<file path="src/rtl/poseidon_input_packer.sv">
// Packs IN_W-bit valid/ready beats, little-endian, into 256-bit Poseidon frames {last, payload[254:0]}.
// Optional build macro: POSEIDON_PACKER_RANGE_CHECK_EN adds a sticky bit-255 range error flag.
module poseidon_input_packer #(
  parameter int IN_W = 64
) (
  input  logic            clk,
  input  logic            resetn,
  input  logic            io_input_valid,
  output logic            io_input_ready,
  input  logic            io_input_last,
  input  logic [IN_W-1:0] io_input_payload,
  output logic            io_output_valid,
  input  logic            io_output_ready,
  output logic            io_output_last,
  output logic [255:0]    io_output_payload,
  output logic            io_err_range
);

  localparam int WORDS = 256 / IN_W;
  localparam int CNT_W = (WORDS > 1) ? $clog2(WORDS) : 1;

  localparam logic [0:0] IDLE    = 1'b0;
  localparam logic [0:0] COLLECT = 1'b1;

  logic [0:0]       state_p0;
  logic [CNT_W-1:0] cnt_p0;
  logic [255:0]     acc_p0;
  logic [255:0]     merged;
  logic [255:0]     frame;
  logic [255:0]     frame_p1;
  logic             vld_p1;
  logic             accept;
  logic             final_beat;

  assign io_input_ready = !vld_p1 | io_output_ready;
  assign accept         = io_input_valid & io_input_ready;
  assign final_beat     = (cnt_p0 == CNT_W'(WORDS - 1)) | io_input_last;

  // Current beat merged into the accumulator; unwritten slots stay zero, so short elements pad.
  always_comb begin
    merged = (state_p0 == IDLE) ? '0 : acc_p0;
    for (int w = 0; w < WORDS; w++) begin
      if (cnt_p0 == CNT_W'(w)) merged[w*IN_W +: IN_W] = io_input_payload;
    end
    frame      = merged;
    frame[255] = io_input_last;
  end

  // Stage p0: beat collection
  always_ff @(posedge clk or negedge resetn) begin
    if (!resetn) begin
      state_p0 <= IDLE;
      cnt_p0   <= '0;
      acc_p0   <= '0;
    end else if (accept) begin
      if (final_beat) begin
        state_p0 <= IDLE;
        cnt_p0   <= '0;
        acc_p0   <= '0;
      end else begin
        state_p0 <= COLLECT;
        cnt_p0   <= cnt_p0 + CNT_W'(1);
        acc_p0   <= merged;
      end
    end
  end

  // Stage p1: frame output register; a new load wins over a same-cycle drain
  always_ff @(posedge clk or negedge resetn) begin
    if (!resetn) begin
      vld_p1   <= 1'b0;
      frame_p1 <= '0;
    end else if (accept && final_beat) begin
      vld_p1   <= 1'b1;
      frame_p1 <= frame;
    end else if (io_output_ready) begin
      vld_p1   <= 1'b0;
    end
  end

  assign io_output_valid   = vld_p1;
  assign io_output_payload = frame_p1;
  assign io_output_last    = frame_p1[255];

`ifdef POSEIDON_PACKER_RANGE_CHECK_EN
  logic err_range_p1;

  // Source bit 255 is lost to the last flag, so a set bit there is out of field range.
  always_ff @(posedge clk or negedge resetn) begin
    if (!resetn) begin
      err_range_p1 <= 1'b0;
    end else if (accept && final_beat && merged[255]) begin
      err_range_p1 <= 1'b1;
    end
  end

  assign io_err_range = err_range_p1;
`else
  assign io_err_range = 1'b0;
`endif

endmodule

</file>
<file path="config.mk">
export PLATFORM = sky130hd
export DESIGN_NAME = poseidon_input_packer
export DESIGN_NICKNAME = d
export VERILOG_FILES = /design/src/rtl/poseidon_input_packer.sv
export SDC_FILE = /design/constraint.sdc
export NUM_CORES = 1
export LEC_CHECK = 0
export CORE_ASPECT_RATIO = 0.8
export CORE_MARGIN = 8
export CORE_UTILIZATION = 45
export CTS_CLUSTER_SIZE = 24
export DETAILED_ROUTE_END_ITERATION = 8
export DONT_BUFFER_PORTS = 1
export SLEW_MARGIN = 0
export SYNTH_ARGS = -nofsm -noshare
export SYNTH_HDL_FRONTEND = slang
export SYNTH_SLANG_ARGS = --single-unit
</file>
<file path="constraint.sdc">
create_clock -name clk -period 5.2 [get_ports clk]
set_input_delay 1.04 -clock clk [delete_from_list [all_inputs] [get_ports clk]]
set_output_delay 1.04 -clock clk [all_outputs]
set_load 0.005 [all_outputs]
</file>
After elaboration in Yosys (flattened, before gate mapping)
Index checks and enable logic that the tools add are counted.
{"block": "classes", "n_addsub": 1, "eq_ne": 3, "mux": 10, "bitwise_logic": 3, "n_reduce_logical": 4}
{"cell": "2-to-1 mux 255 bit", "count": 2}
{"cell": "2-to-1 mux 64 bit", "count": 3}
{"cell": "2-to-1 mux 63 bit", "count": 1}
{"cell": "equality test 2 bit (second input constant)", "count": 2}
{"cell": "2-to-1 mux 1 bit", "count": 3}
{"cell": "adder 2 x 1 -> 2 bit (second input constant)", "count": 1}
{"cell": "equality test 2 x 1 -> 1 bit (second input constant)", "count": 1}
{"cell": "logical NOT 2 bit", "count": 1}
{"cell": "2-to-1 mux 2 bit", "count": 1}
{"cell": "bitwise OR 1 bit", "count": 2}
{"cell": "nonzero test 2 bit", "count": 1}
{"cell": "AND 1 bit", "count": 1}
{"cell": "logical AND 1 bit", "count": 1}
{"cell": "logical NOT 1 bit", "count": 1}
{"block": "totals", "regBits": 515, "input_bits": 69, "output_inout_bits": 260, "elab_cells": 26}

Longest topological paths before layout
Gate-level depths: netlist of run 1.
{"block": "depth", "depth_word": 5, "ltp_mapped": 7, "ltp_nobuf": 5}

Least setup slack after synthesis of run 1
Ideal clock, no wire load.
{"block": "synth_path", "path_type": "input to output", "from": "in io_output_ready", "to": "out io_input_ready", "arrival_time_ns": 1.379, "required_ns": 4.160, "path_slack_ns": 2.781, "path_stages": 2, "n_path_buf": 1, "cell_sequence": "nand2b_1 > buf_4"}
{"block": "synth_between", "elab_chain_len": 1}
{"element": "start: declaration", "line_no": "13", "source": "input logic io_output_ready,"}
{"element": "bitwise OR 1 bit", "line_no": "35", "source": "assign io_input_ready = !vld_p1 | io_output_ready;"}
{"element": "end: declaration", "line_no": "9", "source": "output logic io_input_ready,"}
No other way between the ends.

Worst setup path after layout of run 1
{"block": "layout_path", "from": "reg cnt_p0[0]", "to": "reg acc_p0[66]"}
{"block": "layout_between", "elab_chain_len": 3, "elab_cells_between_ends": 5, "cone_classes": "eq/ne: 2; mux: 2; bitwise: 1"}
{"element": "start: declaration", "line_no": "26", "source": "logic [CNT_W-1:0] cnt_p0;"}
{"element": "start signal: assignment", "line_no": "62", "source": "cnt_p0 <= cnt_p0 + CNT_W'(1);"}
{"element": "equality test 2 x 1 -> 1 bit or equality test 2 bit (tied branches)", "line_no": "43, 37"}
{"element": "2-to-1 mux 64 bit or bitwise OR 1 bit (tied branches)", "line_no": "43, 37"}
{"element": "2-to-1 mux 255 bit (*)", "line_no": "56", "source": "if (final_beat) begin"}
{"element": "end signal: assignment", "line_no": "63", "source": "acc_p0 <= merged;"}
{"element": "end: declaration", "line_no": "27", "source": "logic [255:0] acc_p0;"}
Every way passes the cells marked *; elsewhere a longest branch is shown, timed or not.
A chain may end at the register's enable or synchronous reset.

==> metrics.yaml, run 1 <==
clock_network:
  cts_buffers: 51
  path_clk_slew_ps: 60
  clockBufferDepth: 3
  cts_tree: "done"
  cts_root_buffer: "clkbuf_16"
  clk_latency_ps: 590
  clkSinkCount: 515
  cts-htree-levels: 2
  ctsResizeCount: 0
  cts_post_setup_buffers_inserted: 0
  hold_buffers: 0
sta:
  fmax_mhz: 304
  tightest_slew_ps: 1260
  fin_crit_ps: 3280
  setup_tns_ps: 0
  hold_ws_ps: 155
  slew_violations: 0
  relSlewSlack_pct: 16.1
  post-route-period-util_pct: 63.2
  clock_skew_ps: 18.9
  rsz0062_at_grt: "false"
  finalSetupViolCount: 0
  hold_viol_final: 0
power:
  power_density_nw_per_um2: 510
  p_leak_nw: 11.1
  combPwrFrac_pct: 20.2
  p_int_mw: 8.16
  clkPwrFrac_pct: 31.2
  swShare_pct: 30.7
  switchingPower_mw: 3.62
  finalPower_mw: 11.8
  ir_worst_vdd_mv: 0.323
  power_frac_seq_pct: 48.7
cells_and_area:
  antenna_cells: 0
  seq_area_um2: 12900
  drive_gt1_share_pct: 26.4
  multiInputGateArea_um2: 7560
  nets: 1468
  area_growth_pct: 9.31
  mostFrequentLayoutCells: "515 x dfrtp_1, 444 x a22o_1, 256 x mux2_2, 64 x and2_1, 52 x clkbuf_16"
  layout_commonest_cell: "dfrtp_1"
  num-fill-cells: 4060
detailed_routing:
  drt_iter0_drc: 953
  finalWirelength_um: 57800
  dr.pass1.iters: 6
  drc: 0
  wl_per_cell_um: 28.1
  vias: 12729
  ant_nets: 0
  vias_per_cell: 6.19
synth:
  synth_nets: 1527
  synth_warnings: 0
  ys_seq_area_share_pct: 61.0
  synth_edf_count: 0
  synth_ff_type: "dfrtp_1"
  syn-cell-area_um2: 21100
  syn_inst: 1454
  synthDistinctLibCells: 24
  avgSynthCellArea_um2: 14.5
  synthArstFlopShare_pct: 100
  ys_seq_elements: 515
grt:
  antenna_found_initial: 0
  grt_use_total_pct: 20.9
  grt_max_degree: 516
  gr-total-overflow: 0
  grt_pass1_vias: 12873
  grt_pass1_wl_um: 88300
worst_setup_path:
  crit_path_end_kind: "flop"
  critPathMaxFanout: 66
  crit_required_ps: 5720
  worst_ep_arrival_time_ps: 3800
  worstSetupPathType: "flop to flop"
  reg2regPathDepth: 6
  cp-start-kind: "flop"
hold_path:
  hp-class: "input pin to async pin"
floorplanning:
  coreArea_um2: 46700
  fp.dieW_um: 258
  row_count: 71
  dieArea_um2: 54200
  io_pins: 329
  fp.dieH_um: 210
  start_util_pct: 45.2
status:
  status: "finished, final reports clean"
place:
  placement.io_buffers: 0
  dp_hpwl_um: 33700
  routabilityCongestion: 0.721
run:
  max_cap_viol_count: 0
stage by stage:
stage	setup slack [ps]	instance area, µm²	cells	utilization (%)
finish	1920	23100	2055	49.4
global route	1730	23100	2055	49.4
CTS	1910	23100	2055	49.4
detailed placement	1670	21400	1962	45.9
global placement	1740	21400	1962	45.9
floorplan	2780	21100	1454	-
synthesized netlist by cell type, types with 2 or more instances:
cell / number / share of area, %
a22o_1: 444 / 18
nand2_1: 9 / 0.16
nor2b_1: 4 / 0.12
buf_4: 26 / 0.92
o21ai_0: 5 / 0.12
and2_1: 64 / 1.9
inv_1: 3 / 0.053
clkbuf_1: 73 / 1.3
ha_1: 4 / 0.24
dfrtp_1: 515 / 61
buf_2: 16 / 0.38
o311ai_4: 3 / 0.37
mux2_2: 256 / 14
buf_6: 19 / 1.0
nor2_1: 2 / 0.036
and4_1: 3 / 0.12
state kept, by name (all words and copies together), names as in the netlist:
signal and count:
io_output_payload 256, acc_p0 255, cnt_p0 2, io_output_valid 1, state_p0 1
worst max-delay path, cell delays in order, from the launching register on:
cell	delay (ps)
dfrtp_1	470
ha_4	200
buf_4	420
nor2_1	360
and4_2	1000
buf_4	520
a22o_1	210
layout make-up:
cell class / instances / area share (%)
clock buffer: 72 / 6.48
clock inverter: 21 / 0.747
inverter: 3 / 0.0487
multi-input combinational: 801 / 32.7
sequential: 515 / 55.8
tap: 620 / 3.36
timing repair buffer: 23 / 0.856
power by group through the flow:
stage	sequential (mW)	clock, mW	combinational [mW]
6_report	5.73	3.67	2.38
4_1_cts	5.76	3.76	2.41
5_1_grt	5.84	3.92	2.58
2_1_floorplan	5.40	0	1.91
3_5_place_dp	5.83	0	2.40
3_3_place_gp	5.81	0	2.35
routing by layer:
| metal | share of wire (%) | track usage [%] | wire length, µm |
|---|---|---|---|
| met5 | 0 | 0 | 0 |
| met4 | 2.1 | 5.56 | 1210 |
| met3 | 7.5 | 5.47 | 4360 |
| met2 | 46 | 32.1 | 26700 |
| met1 | 44 | 29.1 | 25600 |
path summary, 6_finish.rpt:
check,to,slack (ps),start
hold / removal,io_output_payload[172],160,resetn
setup reg to reg,acc_p0[66],1920,cnt_p0[0]
max in group asynchronous,acc_p0[214],4010,resetn
hold reg to reg,acc_p0[229],480,acc_p0[229]
min in group clk,acc_p0[229],480,acc_p0[229]
setup / recovery,acc_p0[66],1920,cnt_p0[0]
cell families (layout without fill, tap and decap cells):
logic type / Yosys count / in the layout / share of synthesized area, %
muxes: 256 / 256 / 13.6
and+or+nand+nor: 86 / 86 / 2.47
buffers and inverters: 138 / 119 / 3.68
adders and majority gates: 4 / 4 / 0.237
other: 1 / 1 / 0.0177
AOI/OAI and AO/OA: 454 / 454 / 19.0
DFF: 515 / 515 / 61.0
(Power assumes the default switching activity.)
==> inputs of run 2 (changes only) <==
==> constraint.sdc (replaced) <==
create_clock -name clk -period 2.9 [get_ports clk]
set_input_delay 0.58 -clock clk [delete_from_list [all_inputs] [get_ports clk]]
set_output_delay 0.58 -clock clk [all_outputs]
set_load 0.005 [all_outputs]
==> metrics.yaml, run 2 (synthesis results as in run 1) <==
sta:
  tightest_slew_ps: 1970  # was 1260 ps
  rsz0062_at_grt: "false"  # unchanged
  finalSetupViolCount: 0  # unchanged
  slew_violations: 175  # was 0
  fmax_mhz: 384  # was 304 MHz
  setup_tns_ps: 0  # unchanged
  clock_skew_ps: 9.70  # was 18.9 ps
  post-route-period-util_pct: 89.9  # was 63.2%
  relSlewSlack_pct: -31.1  # was 16.1%
  fin_crit_ps: 2610  # was 3280 ps
  hold_viol_final: 297  # was 0
  hold_ws_ps: -310  # was 155 ps
floorplanning:
  row_count: 71  # unchanged
  start_util_pct: 45.2  # unchanged
  dieArea_um2: 54200  # unchanged
  coreArea_um2: 46700  # unchanged
  io_pins: 329  # unchanged
  fp.dieH_um: 210  # unchanged
  fp.dieW_um: 258  # unchanged
detailed_routing:
  vias: 12579  # was 12,729
  drc: 0  # unchanged
  drt_iter0_drc: 922  # was 953
  dr.pass1.iters: 5  # was 6
  ant_nets: 0  # unchanged
  finalWirelength_um: 58100  # was 57,800 µm
  wl_per_cell_um: 28.2  # was 28.1 µm
  vias_per_cell: 6.11  # was 6.19
grt:
  antenna_found_initial: 0  # unchanged
  gr-total-overflow: 0  # unchanged
  grt_max_degree: 516  # unchanged
  grt_pass1_vias: 13098  # was 12,873
  grt_pass1_wl_um: 89300  # was 88,300 µm
  grt_use_total_pct: 21.1  # was 20.9%
clock_network:
  cts-htree-levels: 2  # unchanged
  clk_latency_ps: 570  # was 590 ps
  clockBufferDepth: 3  # unchanged
  cts_post_setup_buffers_inserted: 0  # unchanged
  clkSinkCount: 515  # unchanged
  path_clk_slew_ps: 60  # about the same
  cts_tree: "done"  # unchanged
  cts_root_buffer: "clkbuf_16"  # unchanged
  ctsResizeCount: 0  # unchanged
  cts_buffers: 52  # was 51
cells_and_area:
  seq_area_um2: 12900  # unchanged
  final_cells: 2060  # was 2,055
  area_growth_pct: 10.2  # was 9.31%
  fin_area_um2: 23300  # was 23,100 µm²
  final_core_util_pct: 49.9  # was 49.4%
  num-fill-cells: 4013  # was 4,060
  nets: 1476  # was 1,468
  antenna_cells: 0  # unchanged
  largest_reg_flops: 256  # unchanged
  drive_gt1_share_pct: 26.7  # was 26.4%
  multiInputGateArea_um2: 7560  # unchanged
  layout_commonest_cell: "dfrtp_1"  # unchanged
  mostFrequentLayoutCells: "515 x dfrtp_1, 444 x a22o_1, 256 x mux2_2, 64 x and2_1, 53 x clkbuf_16"  # was 515 x dfrtp_1, 444 x a22o_1, 256 x mux2_2, 64 x and2_1, 52 x clkbuf_16
power:
  switchingPower_mw: 6.40  # was 3.62 mW
  power_frac_seq_pct: 47.7  # was 48.7%
  finalPower_mw: 21.4  # was 11.8 mW
  power_density_nw_per_um2: 918  # was 510 nW/µm²
  clkPwrFrac_pct: 31.8  # was 31.2%
  ir_worst_vdd_mv: 0.546  # was 0.323 mV
  swShare_pct: 29.9  # was 30.7%
  p_leak_nw: 11.2  # was 11.1 nW
  p_int_mw: 15.0  # was 8.16 mW
  combPwrFrac_pct: 20.5  # was 20.2%
status:
  violations: "negative hold slack, max-slew violations"
  status: "finished, violations left"  # was finished, final reports clean
place:
  routabilityCongestion: 0.742  # was 0.721
  placed_area_um2: 21500  # was 21,400 µm²
  place_inst: 1969  # was 1,962
  dp_hpwl_um: 34300  # was 33,700 µm
  placement.io_buffers: 0  # unchanged
worst_setup_path:
  worstSetupPathType: "flop to flop"  # unchanged
  r2r_end: "io_output_payload[38]"  # was acc_p0[66]
  regToRegSetupSlack_ps: 290  # was 1920 ps
  r2r-start: "cnt_p0[0]"  # unchanged
  reg2regPathDepth: 6  # unchanged
  crit_path_end_kind: "flop"  # unchanged
  worst_ep_arrival_time_ps: 3130  # was 3800 ps
  crit_required_ps: 3420  # was 5720 ps
  critPathMaxFanout: 41  # was 66
  cp-start-kind: "flop"  # unchanged
run:
  max_cap_viol_count: 0  # unchanged
hold_path:
  hp-class: "input pin to async pin"  # unchanged
==> run 2: routing by layer <==
layer  up-vias  share of wire, %  track usage (%)
li1       5417                 -                -
met1      6736                44             29.0
met2       357                46             32.8
met3        69               8.6             6.61
met4         0               1.6             4.59
met5         -                 0                0
==> run 2: per-stage QoR <==
stage / hold WS (ps) / worst slack [ps]
2_1_floorplan: 284 / 958
6_report: -310 / 294
4_1_cts: -337 / 320
3_3_place_gp: 299 / 397
3_5_place_dp: 303 / 336
5_1_grt: -327 / 188
==> run 2: final cells by class <==
cell class | count | area share, %
clock buffers | 80 | 6.94
clock inverters | 11 | 0.569
inverters | 3 | 0.0483
multi-input cells | 801 | 32.4
flip-flops and latches | 515 | 55.3
well taps | 620 | 3.33
repair buffers | 30 | 1.34
==> run 2: power by group through the flow <==
stage / Combinational, mW / Sequential (mW) / Clock (mW)
final: 4.38 / 10.2 / 6.80
after CTS: 4.45 / 10.3 / 7.00
after detailed placement: 4.43 / 10.4 / 0
after floorplan: 3.43 / 9.69 / 0
after global placement: 4.32 / 10.3 / 0
after global routing: 4.75 / 10.4 / 7.27
==> run 2: worst max-delay path, stage by stage (launching register included) <==
cell and delay (ps):
dfrtp_1 500, inv_1 170, ha_4 200, nor2b_4 590
buf_4 640, a22o_1 230, mux2_2 140
==> run 2: worst max path at each step <==
stage | from | endpoint | slack (ps)
2_1_floorplan | cnt_p0[0] | io_output_payload[238] | 960
3_3_place_gp | cnt_p0[0] | io_output_payload[25] | 400
3_5_place_dp | cnt_p0[0] | io_output_payload[38] | 340
4_1_cts | cnt_p0[0] | io_output_payload[38] | 320
5_1_grt | cnt_p0[0] | io_output_payload[38] | 190
6_report | cnt_p0[0] | io_output_payload[38] | 290
==> inputs of run 3 (changes only) <==
--- a/config.mk
+++ b/config.mk
@@ -11,7 +11,7 @@
 export CTS_CLUSTER_SIZE = 24
 export DETAILED_ROUTE_END_ITERATION = 8
 export DONT_BUFFER_PORTS = 1
-export SLEW_MARGIN = 0
+export SLEW_MARGIN = 30
 export SYNTH_ARGS = -nofsm -noshare
 export SYNTH_HDL_FRONTEND = slang
 export SYNTH_SLANG_ARGS = --single-unit
==> results of run 3 <==
No change in the layout: final DEF, timing and power equal those of run 2.
==> RTL edit 1 (config.mk and constraints of run 1) <==
`IN_W`: 64 -> 128.
--- a/src/rtl/poseidon_input_packer.sv
+++ b/src/rtl/poseidon_input_packer.sv
@@ -2,5 +2,5 @@
 // Optional build macro: POSEIDON_PACKER_RANGE_CHECK_EN adds a sticky bit-255 range error flag.
 module poseidon_input_packer #(
-  parameter int IN_W = 64
+  parameter int IN_W = 128
 ) (
   input  logic            clk,
Ports: changed (resized io_input_payload); port bits go from 329 to 393. No check against the original RTL was run, so the function may have changed too.
==> RTL edit 1 against run 1 <==
  * The run now ends with slew limit left
  * Total power down 28%
  * Setup slack better by 0.059 ns
  * Critical path depth down 1
  * Sequential cell count down 129
  * Via count down 9.6%
  * Routed wire length down 19%
  * Area after synthesis down 21%
  * Design area down 23%
  * Worst hold slack better by 0.048 ns
  * Sequential share of layout area down 1.6 points
  * Cell count down 9.2%
==> RTL edit 1: results (changes against run 1) <==
- Status: finished, violations left
- Failing checks: slew limit
- CP delay by family, top: buffers and inverters
- Clk Latency, worst-skew pair: 0.55 ns (-0.04 ns)
- Post-synthesis compound-gate area fraction: 21.07% (+2.1 points)
- Worst-case reg-to-reg path depth: 5 (-1)
- Peak supply drop: 0.0002730 V (-15%)
- HPWL after DPL: 27.62 mm (-18%)
- Synth Area in Adders: 0% (-0.24 points)
- Crit path DAT: 3.68 ns (-0.12 ns)
- R2R Path End: io_output_payload[74]
- Final hold slack: 0.2025 ns (+0.04750 ns)
- Num CTS Buffers: 40 (-22%)
- Detailed-route via count: 11,510 (-9.6%)
- Max-slew violation count: 147 (+147)
- Pre-Repair DR Iteration Count: 5 (-1)
- Vias in the first global route: 11,410 (-11%)
- Total wire length: 46.56 mm (-19%)
- Largest net degree at the start of global routing: 387 (-25%)
- Total track usage: 20.77% (-0.093 points)
- Mux share of post-synthesis cell area: 7.688% (-6.0 points)
- Rel. slew slack: -12.51% (-29 points)
- Initial DRC Count: 1,020 (+7.0%)
- Commonest cells in the synthesized netlist: 386 x dfrtp_1, 129 x inv_1
- Final GP Congestion: 0.7226 (+0.18%)
- Layout cell share with drive strength beyond 1: 11.68% (-15 points)
- Crit path to: io_output_payload[74]
- Slowest cell delay on critical path: 0.95 ns (-0.05 ns)
- Worst R2R Start: state_p0
- Seq/Total Area, Yosys: 57.96% (-3.0 points)
- Layout Skew: 0.02065 ns (+0.001800 ns)
-- RTL edit 1: metrics by stage --
step / utilization [%] / instance area, µm² / instances / power [mW] / setup slack, ns
finish: 48.46 / 17840 / 1866 / 8.424 / 1.975
global route: 48.46 / 17840 / 1866 / 8.867 / 1.768
CTS: 48.46 / 17840 / 1866 / 8.547 / 1.950
detailed placement: 45.09 / 16600 / 1796 / 5.747 / 2.010
global placement: 45.09 / 16600 / 1796 / 5.699 / 2.019
floorplan: - / 16660 / 1452 / 5.312 / 2.518
-- RTL edit 1: kinds of logic after synthesis --
group           count (synthesis)
compound gates                513
buf+inv                       288
flops                         386
mux                           128
other cells                     1
simple gates                  136
-- RTL edit 1: worst reg2reg max path: cells and delay by family (launching register included) --
kind,cells,cell delay [ns]
AND/OR/NAND/NOR,1,0.60
AO/OA/AOI/OAI,2,0.42
flip-flops,1,0.95
buffers and inverters,2,1.17
-- RTL edit 1: final cells by class --
cell class	instances	area, µm²	share of cell area (%)
multi-input cells	778	5683	31.86
well taps	487	609.3	3.416
inverters	129	484.2	2.714
clock buffers	60	1157	6.488
repair buffers	16	157.7	0.8837
clock inverters	10	85.08	0.4769
flip-flops and latches	386	9663	54.17
-- RTL edit 1: layer usage --
metal  routed length (µm)  share of wire, %  track usage [%]  vias up
met4                 1137               2.4            5.792        0
met2                21950                47            32.21      401
met3                 3858               8.3            6.056       77
li1                     -                 -                -     5115
met1                19620                42            28.14     5919
met5                    0                 0                0        -
-- RTL edit 1: power by group through the flow --
stage          clock network [mW]  logic [mW]  registers, mW
3_5_place_dp                    0        1.38           4.37
6_report                     2.75        1.36           4.31
5_1_grt                      2.95        1.52           4.40
3_3_place_gp                    0        1.33           4.37
2_1_floorplan                   0        1.25           4.06
4_1_cts                      2.84        1.37           4.33
==> RTL edit 2 (settings of run 1) <==
Without the edit above. Build with the macro `POSEIDON_PACKER_RANGE_CHECK_EN` defined.
--- a/src/rtl/poseidon_input_packer.sv
+++ b/src/rtl/poseidon_input_packer.sv
@@ -1,4 +1,6 @@
 // Packs IN_W-bit valid/ready beats, little-endian, into 256-bit Poseidon frames {last, payload[254:0]}.
 // Optional build macro: POSEIDON_PACKER_RANGE_CHECK_EN adds a sticky bit-255 range error flag.
+`define POSEIDON_PACKER_RANGE_CHECK_EN
+
 module poseidon_input_packer #(
   parameter int IN_W = 64
Formal check against the unedited RTL: no difference found for any inputs over 4 cycles, from zero or initial values and one cycle with resetn low; that may be too few to reach the edited logic, so the function may still have changed.
==> RTL edit 2 against run 1 <==
  * The run now ends with slew limit left
  * Routed wire length is 1.2% lower
  * Total power rose by 0.21%
  * Sequential cell count up 2
  * Area after synthesis is 0.22% higher
  * Cell count is 0.24% lower
  * Core utilization increased by 0.086 points
  * Setup slack worse by 0.13 ns
  * Clock skew shrank 0.0094 ns
  * Worst hold slack improved by 0.014 ns
  * Design area increased by 0.17%
  * Critical path type unchanged
  * Largest power group unchanged
==> RTL edit 2: results (changes against run 1) <==
- Crit path to: acc_p0[29]
- GR Util met2: 30.96% (-1.2 points)
- Grt met3 use: 6.226% (+0.75 points)
- Max FO, Critical Path: 67 (+1.5%)
- HPWL after DPL: 34.07 mm (+1.2%)
- Status: finished, violations left
- Max-slew violation count: 66 (+66)
- Peak supply drop: 0.0002608 V (-19%)
- GR Layer Usage met1: 29.10% (-0.031 points)
- Slowest cell delay on critical path: 1.09 ns (+0.09 ns)
- Failing checks: slew limit
- Largest net degree at the start of global routing: 518 (+0.39%)
- Fillers: 4,035 (-0.62%)
- Pleak: 11.12 nW (about the same)
- CP delay by family, top: buffers and inverters
- Mapped Avg Cell Area: 14.54 µm² (about the same)
- Synth top area cells: dfrtp_1 61%, a22o_1 18%, mux2_2 14%, and2_1 1.9%, clkbuf_1 1.3%
- Worst-margin pin slew: 1.535 ns (+0.2759 ns)
- Final #Nets: 1,469 (+0.068%)
- Commonest cells in the synthesized netlist: 517 x dfrtp_1, 444 x a22o_1, 256 x mux2_2, 75 x clkbuf_1, 65 x and2_1
- Final GP Congestion: 0.7270 (+0.79%)
- Detailed-route via count: 12,720 (-0.094%)
- Seq/Total Area, Yosys: 61.09% (+0.10 points)
- Layout cell share with drive strength beyond 1: 25.73% (-0.68 points)
- Library cells used by synthesis: 25 (+4.2%)
- Total track usage: 20.64% (-0.22 points)
- Clk Latency, worst-skew pair: 0.57 ns (-0.02 ns)
- Crit path DAT: 3.93 ns (+0.13 ns)
- Layout Skew: 0.009431 ns (-0.009424 ns)
- Routed length per placed instance: 27.88 µm (-0.94%)
- Dpl cell area: 21,470 µm² (+0.19%)
- Worst slack, placed: 1.528 ns (-0.1384 ns)
-- RTL edit 2: cell types whose count changed after synthesis, sizes merged --
cell    change
o21bai      +1
and2        +1
clkbuf      +2
conb        -1
buf         -3
a22oi       +1
dfrtp       +2
-- RTL edit 2: logic make-up (layout without fill, tap and decap cells) --
group	count (synthesis)	count (layout)	synth area share, %
DFF	517	517	61.09
muxes	256	256	13.61
buffers and inverters	137	110	3.551
and+or+nand+nor	87	87	2.493
AOI/OAI and AO/OA	456	456	19.02
adders and majority gates	4	4	0.2363
-- RTL edit 2: layout make-up --
class	instances	share of cell area, %
repair buffers	20	0.7894
clock buffers	74	6.505
clock inverters	13	0.6435
multi-input cells	803	32.75
flip-flops and latches	517	55.91
well taps	620	3.352
inverters	3	0.04866
-- RTL edit 2: layer usage --
layer  part of all wire (%)  up-vias
met5                      0        -
met4                    2.0        0
met3                    8.3       69
met2                     45      383
met1                     45     6872
li1                       -     5393
-- RTL edit 2: report_power, final --
| part | internal (mW) | switching [mW] | total [mW] |
|---|---|---|---|
| combinational | 1.16 | 1.21 | 2.37 |
| clock | 2.15 | 1.53 | 3.67 |
| sequential | 4.92 | 0.839 | 5.76 |
| total | 8.22 | 3.58 | 11.8 |
-- RTL edit 2: worst min path at each step --
| stage | startpoint | to | slack, ns | cells past startpoint |
|---|---|---|---|---|
| 2_1_floorplan | acc_p0[241] | acc_p0[241] | 0.45 | 1 |
| 3_3_place_gp | acc_p0[241] | acc_p0[241] | 0.47 | 1 |
| 3_5_place_dp | acc_p0[241] | acc_p0[241] | 0.47 | 1 |
| 4_1_cts | resetn | acc_p0[112] | 0.13 | 0 |
| 5_1_grt | resetn | acc_p0[112] | 0.14 | 0 |
| 6_report | resetn | acc_p0[112] | 0.17 | 0 |
